`src/rtl/serial_word_deser_pkg.sv`:
```
// Shared types and constants for the serial-to-word deserializer.
package deser_pkg;

    // Default word width, matching the 32-bit pattern counter downstream.
    localparam int WORD_W_DEF = 32;

    // FILL: accepting bits. STALL: full word parked in the shift register.
    typedef enum logic {
        FILL  = 1'b0,
        STALL = 1'b1
    } deser_state_t;

    // Ceiling log2, used to size the bit counter so it can hold WORD_W.
    function automatic int clog2(input int value);
        int r;
        r = 0;
        while ((1 << r) < value) begin
            r++;
        end
        return r;
    endfunction

endpackage

```
`src/rtl/serial_word_deser_if.sv`:
```
// Serial bit input plus word valid/ready output of the deserializer.
interface serial_word_deser_if
    import deser_pkg::*;
#(
    parameter int WORD_W = WORD_W_DEF
) ();

    logic              bit_in;
    logic              bit_valid;
    logic              bit_ready;
    logic              flush;
    logic [WORD_W-1:0] word_out;
    logic              word_valid;
    logic              word_ready;
    logic              overflow;

    // Source/sink side: drives bits, flush and word_ready.
    modport master (
        output bit_in, bit_valid, flush, word_ready,
        input  bit_ready, word_out, word_valid, overflow
    );

    // Deserializer side.
    modport slave (
        input  bit_in, bit_valid, flush, word_ready,
        output bit_ready, word_out, word_valid, overflow
    );

endinterface

```
`src/rtl/serial_word_deser_word_hold_reg.sv`:
```
// Output holding register with valid/ready: load, hold until consumed, release.
module word_hold_reg
    import deser_pkg::*;
#(
    parameter int WORD_W = WORD_W_DEF
) (
    input  logic              clk,
    input  logic              rst_n,
    input  logic              load_i,
    input  logic [WORD_W-1:0] load_data_i,
    input  logic              ready_i,
    output logic [WORD_W-1:0] word_o,
    output logic              valid_o
);

    logic [WORD_W-1:0] word_q, word_d;
    logic              valid_q, valid_d;

    // Next-state: a load wins over a consume; a consume alone drops valid but keeps the data.
    always_comb begin
        // NOTE: defaults first so every path assigns both signals and no latch is inferred.
        word_d  = word_q;
        valid_d = valid_q;
        if (load_i) begin
            word_d  = load_data_i;
            valid_d = 1'b1;
        end else if (valid_q && ready_i) begin
            valid_d = 1'b0;
        end
    end

    // State register.
    always_ff @(posedge clk or negedge rst_n) begin
        if (!rst_n) begin
            // NOTE: the data register is reset too, because word_out must read 0 out of reset.
            word_q  <= '0;
            valid_q <= 1'b0;
        end else begin
            // NOTE: non-blocking so every register samples pre-edge values.
            word_q  <= word_d;
            valid_q <= valid_d;
        end
    end

    assign word_o  = word_q;
    assign valid_o = valid_q;

endmodule

```
`src/rtl/serial_word_deser.sv`:
```
// MSB-first serial-to-word deserializer, double-buffered ahead of the pattern counter.
module serial_word_deser
    import deser_pkg::*;
#(
    parameter int WORD_W = WORD_W_DEF
) (
    input  logic               clk,
    input  logic               rst_n,
    serial_word_deser_if.slave bus
);

    localparam int               CNT_W    = clog2(WORD_W + 1);
    localparam logic [CNT_W-1:0] CNT_LAST = CNT_W'(WORD_W - 1);
    localparam logic [CNT_W-1:0] CNT_FULL = CNT_W'(WORD_W);

    deser_state_t      state_q, state_d;
    logic [CNT_W-1:0]  cnt_q, cnt_d;
    logic [WORD_W-1:0] shift_q, shift_d;
    logic              overflow_q, overflow_d;

    logic [WORD_W-1:0] shifted;
    logic              bit_ready;
    logic              handshake;
    logic              hold_free;
    logic              accept;
    logic              load;
    logic [WORD_W-1:0] load_data;

    assign shifted = {shift_q[WORD_W-2:0], bus.bit_in};

    // State register: FSM state, bit count, shift register and sticky overflow.
    always_ff @(posedge clk or negedge rst_n) begin
        if (!rst_n) begin
            state_q    <= FILL;
            cnt_q      <= '0;
            shift_q    <= '0;
            overflow_q <= 1'b0;
        end else begin
            state_q    <= state_d;
            cnt_q      <= cnt_d;
            shift_q    <= shift_d;
            overflow_q <= overflow_d;
        end
    end

    // Next-state: flush overrides everything; otherwise fill, complete or stall.
    always_comb begin
        state_d    = state_q;
        cnt_d      = cnt_q;
        shift_d    = shift_q;
        overflow_d = overflow_q | (bus.bit_valid & ~bit_ready);
        if (bus.flush) begin
            state_d    = FILL;
            cnt_d      = '0;
            shift_d    = '0;
            overflow_d = 1'b0;
        end else begin
            case (state_q)
                FILL: begin
                    if (accept) begin
                        shift_d = shifted;
                        if (cnt_q == CNT_LAST) begin
                            if (hold_free) begin
                                cnt_d = '0;
                            end else begin
                                cnt_d   = CNT_FULL;
                                state_d = STALL;
                            end
                        end else begin
                            cnt_d = (cnt_q == CNT_FULL) ? cnt_q : cnt_q + CNT_W'(1);
                        end
                    end
                end
                STALL: begin
                    if (handshake) begin
                        cnt_d   = '0;
                        state_d = FILL;
                    end
                end
                default: state_d = FILL;
            endcase
        end
    end

    // Outputs: bit acceptance and when/what to load into the holding register.
    always_comb begin
        bit_ready = (state_q == FILL);
        handshake = bus.word_valid & bus.word_ready;
        hold_free = ~bus.word_valid | handshake;
        accept    = bus.bit_valid & bit_ready & ~bus.flush;
        load      = 1'b0;
        load_data = shifted;
        if (!bus.flush) begin
            if (state_q == FILL && accept && cnt_q == CNT_LAST && hold_free) begin
                load = 1'b1;
            end else if (state_q == STALL && handshake) begin
                load      = 1'b1;
                load_data = shift_q;
            end
        end
    end

    word_hold_reg #(
        .WORD_W (WORD_W)
    ) u_hold (
        .clk         (clk),
        .rst_n       (rst_n),
        .load_i      (load),
        .load_data_i (load_data),
        .ready_i     (bus.word_ready),
        .word_o      (bus.word_out),
        .valid_o     (bus.word_valid)
    );

    assign bus.bit_ready = bit_ready;
    assign bus.overflow  = overflow_q;

endmodule
```
`src/flat_wrapper.sv`:
```
// flat-port wrapper written by rule: the top's interface ports become plain ports
module serial_word_deser_flat import deser_pkg::*;
#(
    parameter int WORD_W = WORD_W_DEF
)
  (clk, rst_n, bus_bit_in, bus_bit_valid, bus_flush, bus_word_ready, bus_bit_ready, bus_word_out, bus_word_valid, bus_overflow);
  serial_word_deser_if #(.WORD_W(WORD_W)) bus_i ();
  input  logic clk;
  input  logic rst_n;
  input wire logic [$bits(bus_i.bit_in)-1:0] bus_bit_in;
  input wire logic [$bits(bus_i.bit_valid)-1:0] bus_bit_valid;
  input wire logic [$bits(bus_i.flush)-1:0] bus_flush;
  input wire logic [$bits(bus_i.word_ready)-1:0] bus_word_ready;
  output wire logic [$bits(bus_i.bit_ready)-1:0] bus_bit_ready;
  output wire logic [$bits(bus_i.word_out)-1:0] bus_word_out;
  output wire logic [$bits(bus_i.word_valid)-1:0] bus_word_valid;
  output wire logic [$bits(bus_i.overflow)-1:0] bus_overflow;
  assign bus_i.bit_in = bus_bit_in;
  assign bus_i.bit_valid = bus_bit_valid;
  assign bus_i.flush = bus_flush;
  assign bus_i.word_ready = bus_word_ready;
  assign bus_bit_ready = bus_i.bit_ready;
  assign bus_word_out = bus_i.word_out;
  assign bus_word_valid = bus_i.word_valid;
  assign bus_overflow = bus_i.overflow;
  serial_word_deser #(.WORD_W(WORD_W)) u_core (.clk(clk), .rst_n(rst_n), .bus(bus_i));
endmodule
```
`config.mk`:
```
export PLATFORM = sky130hd
export DESIGN_NAME = serial_word_deser_flat
export DESIGN_NICKNAME = d
export VERILOG_FILES = /design/src/rtl/serial_word_deser_pkg.sv /design/src/rtl/serial_word_deser_if.sv /design/src/rtl/serial_word_deser_word_hold_reg.sv /design/src/rtl/serial_word_deser.sv /design/src/flat_wrapper.sv
export SDC_FILE = /design/constraint.sdc
export NUM_CORES = 1
export LEC_CHECK = 0
export ABC_CLOCK_PERIOD_IN_PS = 2300
export BUFFER_PORTS_ARGS = -buffer_cell sky130_fd_sc_hd__clkbuf_2
export CAP_MARGIN = 25
export CORE_MARGIN = 1
export CORE_UTILIZATION = 40
export CTS_BUF_LIST = sky130_fd_sc_hd__clkbuf_4
export DETAILED_ROUTE_END_ITERATION = 7
export PLACE_DENSITY = 0.61
export SLEW_MARGIN = 20
export SYNTH_ARGS = -nofsm -noshare
export SYNTH_HDL_FRONTEND = slang
export SYNTH_SLANG_ARGS = --single-unit
```
`constraint.sdc`:
```
create_clock -name clk -period 2.3 [get_ports clk]
set_clock_uncertainty 0.1 [all_clocks]
set_input_delay 0.23 -clock clk [delete_from_list [all_inputs] [get_ports clk]]
set_output_delay 0.23 -clock clk [all_outputs]
set_load 0.01 [all_outputs]
```
==> impl_metrics.json <==
{
  "final_area_um2": 3590,
  "grt_pass1_wl_um": 10900,
  "clk_latency_ns": 0.42,
  "drt_first_pass_iters": 4,
  "synth.area.top_cells": "dfrtp_1, a22o_1, a21o_1, buf_6, mux2i_1",
  "numCtsBuffers": 9,
  "power_switching_uw": 534,
  "synthToLayoutAreaGrowth_pct": 15.5,
  "yosysWarnings": 0,
  "yosysMostFrequentCell": "dfrtp_1",
  "syn_inst": 246,
  "core_area_um2": 7370,
  "hold_viol": 0,
  "leakage_nw": 2.03,
  "switching_share_pct": 23.1,
  "dp_slack_ns": 0.391,
  "die_x_um": 90.2,
  "crit_required_ns": 2.56,
  "seqPwrFrac_pct": 56.5,
  "synthesis.area_um2": 3110,
  "dieHeight_um": 90.2,
  "rsz0062_at_grt": "false",
  "syn-num-nets": 254,
  "maxSlewViolCount": 0,
  "maxCapViolCount": 0,
  "powerDensity_nw_per_um2": 642,
  "slew_headroom_pct": 70.1,
  "yosys-top-cells-count": "dfrtp_1, a22o_1, a21o_1",
  "final.setup.tns_ns": 0,
  "post-place-cells": 377,
  "fill_cells": 693,
  "drt_iter0_drc": 114,
  "ctsHtreeMaxLevel": 3,
  "arrival_ns": 2.19,
  "yosysTopAreaCell": "dfrtp_1",
  "critPathCaptureType": "register",
  "startpoint_type": "register",
  "path_max_fanout": 19,
  "vdd_drop_max_mv": 0.288,
  "syn_avg_cell_area_um2": 12.6,
  "comb_power_share_pct": 4.5,
  "drcViolationCount": 0,
  "cts_buffer_depth": 2,
  "synthArstFlopShare_pct": 100,
  "grt_overflow": 0,
  "synth-edff-count": 0,
  "finalSetupViolCount": 0,
  "dpl_cell_area_um2": 3410,
  "status": "completed",
  "drt_wl_total_um": 6000,
  "grt_pass1_vias": 2227,
  "via_per_inst": 5.55,
  "grt_max_degree": 41,
  "setup_ws_ns": 0.373,
  "die_area_um2": 8140,
  "synth_seq_cells": 73,
  "synth_cell_types": 30,
  "critPathKind": "reg -> reg",
  "finalPower_mw": 2.31,
  "netlist.area_leader.share_pct": 58.7,
  "antennaDiodeCount": 0,
  "gp_congestion": 0.737,
  "track_usage_pct": 17.0,
  "layout-drive-gt1-share_pct": 23.2,
  "cts_tree": "yes",
  "p_clk_share_pct": 39.0,
  "worst_hold_slack_ns": 0.0612,
  "cts_sinks": 73,
  "hold_path.class": "in -> reg",
  "wire_per_inst_um": 15.1,
  "initial_core_util_pct": 42.2,
  "boundaryPins": 41,
  "cts_root_buf": "clkbuf_4",
  "max_freq_mhz": 519,
  "post-dp-hpwl_um": 3870,
  "path_clk_slew_ns": 0.11,
  "layout_min_cycle_time_ns": 1.93,
  "fin_util_pct": 48.8,
  "finalNetCount": 300,
  "tightestPinTransition_ns": 0.448,
  "antenna_found_initial": 0,
  "ant_nets": 0,
  "num_vias": 2196,
  "final_cells": 396,
  "rows": 31,
  "ys.flop_type": "dfrtp_1",
  "p_int_mw": 1.77,
  "yosysSeqAreaShare_pct": 58.7,
  "io_buffers": 40,
  "post-cts-setup-buffer-count": 0,
  "period_share_pct": 83.8
}
==> power groups by stage <==
stage | Clock (mW) | Sequential (mW) | Combinational [mW]
4_1_cts | 0.919 | 1.30 | 0.107
3_5_place_dp | 0 | 1.33 | 0.102
6_report | 0.900 | 1.30 | 0.104
2_1_floorplan | 0 | 1.33 | 0.0467
3_3_place_gp | 0 | 1.33 | 0.0988
5_1_grt | 0.990 | 1.31 | 0.120
==> layer usage <==
layer  vias up  track usage (%)  part of all wire (%)
met3        12             4.15                   3.6
met1      1112             22.6                    47
li1       1030                -                     -
met4         0             8.06                   2.0
met5         -                0                     0
met2        42             26.3                    47
==> registers in the layout, summed over array words and instances, names as in the netlist <==
register               cells
u_core.u_hold.word_o      32
u_core.state_q             1
u_core.shift_q            32
u_core.cnt_q               6
u_core.bus.overflow        1
u_core.u_hold.valid_o      1
==> cells in the final DEF, fill, tap and decap left out, types with 2 or more instances in the layout <==
cell type / count
nor3_1: 2
a21o_1: 32
inv_1: 4
nand3_1: 9
nand2b_1: 3
clkbuf_2: 39
clkbuf_4: 10
bufinv_16: 2
o21ai_0: 6
clkinv_1: 2
nor2_1: 6
mux2i_1: 5
a21oi_1: 2
a22o_1: 60
dlygate4sd3_1: 3
a31oi_1: 3
dfrtp_1: 73
buf_4: 10
nand2_1: 8
ha_1: 2
==> what timing repair did <==
item	CTS	global route
resized for setup	0	0
endpoints found under the hold margin	35	0
hold buffers	3	0
==> final cells by class <==
cell class                      instances  area (um^2)  area share, %
Clock inverter                          6         81.3           2.26
Inverter                                4         15.0          0.418
Timing Repair Buffer                   53          320           8.91
Clock buffer                           10         75.1           2.09
Multi-Input combinational cell        151         1150           32.0
Tap cell                               99          124           3.45
Sequential cell                        73         1830           50.8
==> worst max-delay path, stage by stage, from the launching register on <==
cell      delay (ns)
dfrtp_1         0.44
ha_1            0.24
nand3_1         0.18
and4bb_1        0.40
buf_4           0.26
a22o_1          0.17
a21o_1          0.08
==> worst paths after layout <==
| path | cells past startpoint | slack, ns | startpoint | endpoint |
|---|---|---|---|---|
| max in group asynchronous | 3 | 1.35 | rst_n | u_core.shift_q[11] |
| worst max register to register | 6 | 0.37 | u_core.cnt_q[0] | u_core.u_hold.word_o[28] |
| worst max-delay path | 6 | 0.37 | u_core.cnt_q[0] | u_core.u_hold.word_o[28] |
| worst min-delay path | 3 | 0.06 | bus_bit_valid | u_core.bus.overflow |
| worst min register to register | 1 | 0.38 | u_core.u_hold.word_o[13] | u_core.u_hold.word_o[13] |
| min in group asynchronous | 2 | 0.19 | rst_n | u_core.shift_q[26] |
==> kinds of logic (layout without fill, tap and decap cells) <==
logic type | Yosys count | in the layout | share of synthesized area, %
compound gates | 108 | 108 | 27.7
flops | 73 | 73 | 58.7
simple gates | 36 | 36 | 6.51
buf+inv | 22 | 73 | 4.62
mux | 5 | 5 | 1.61
fa+ha+maj | 2 | 2 | 0.804
Note: power is estimated with default switching activity, not from simulation.
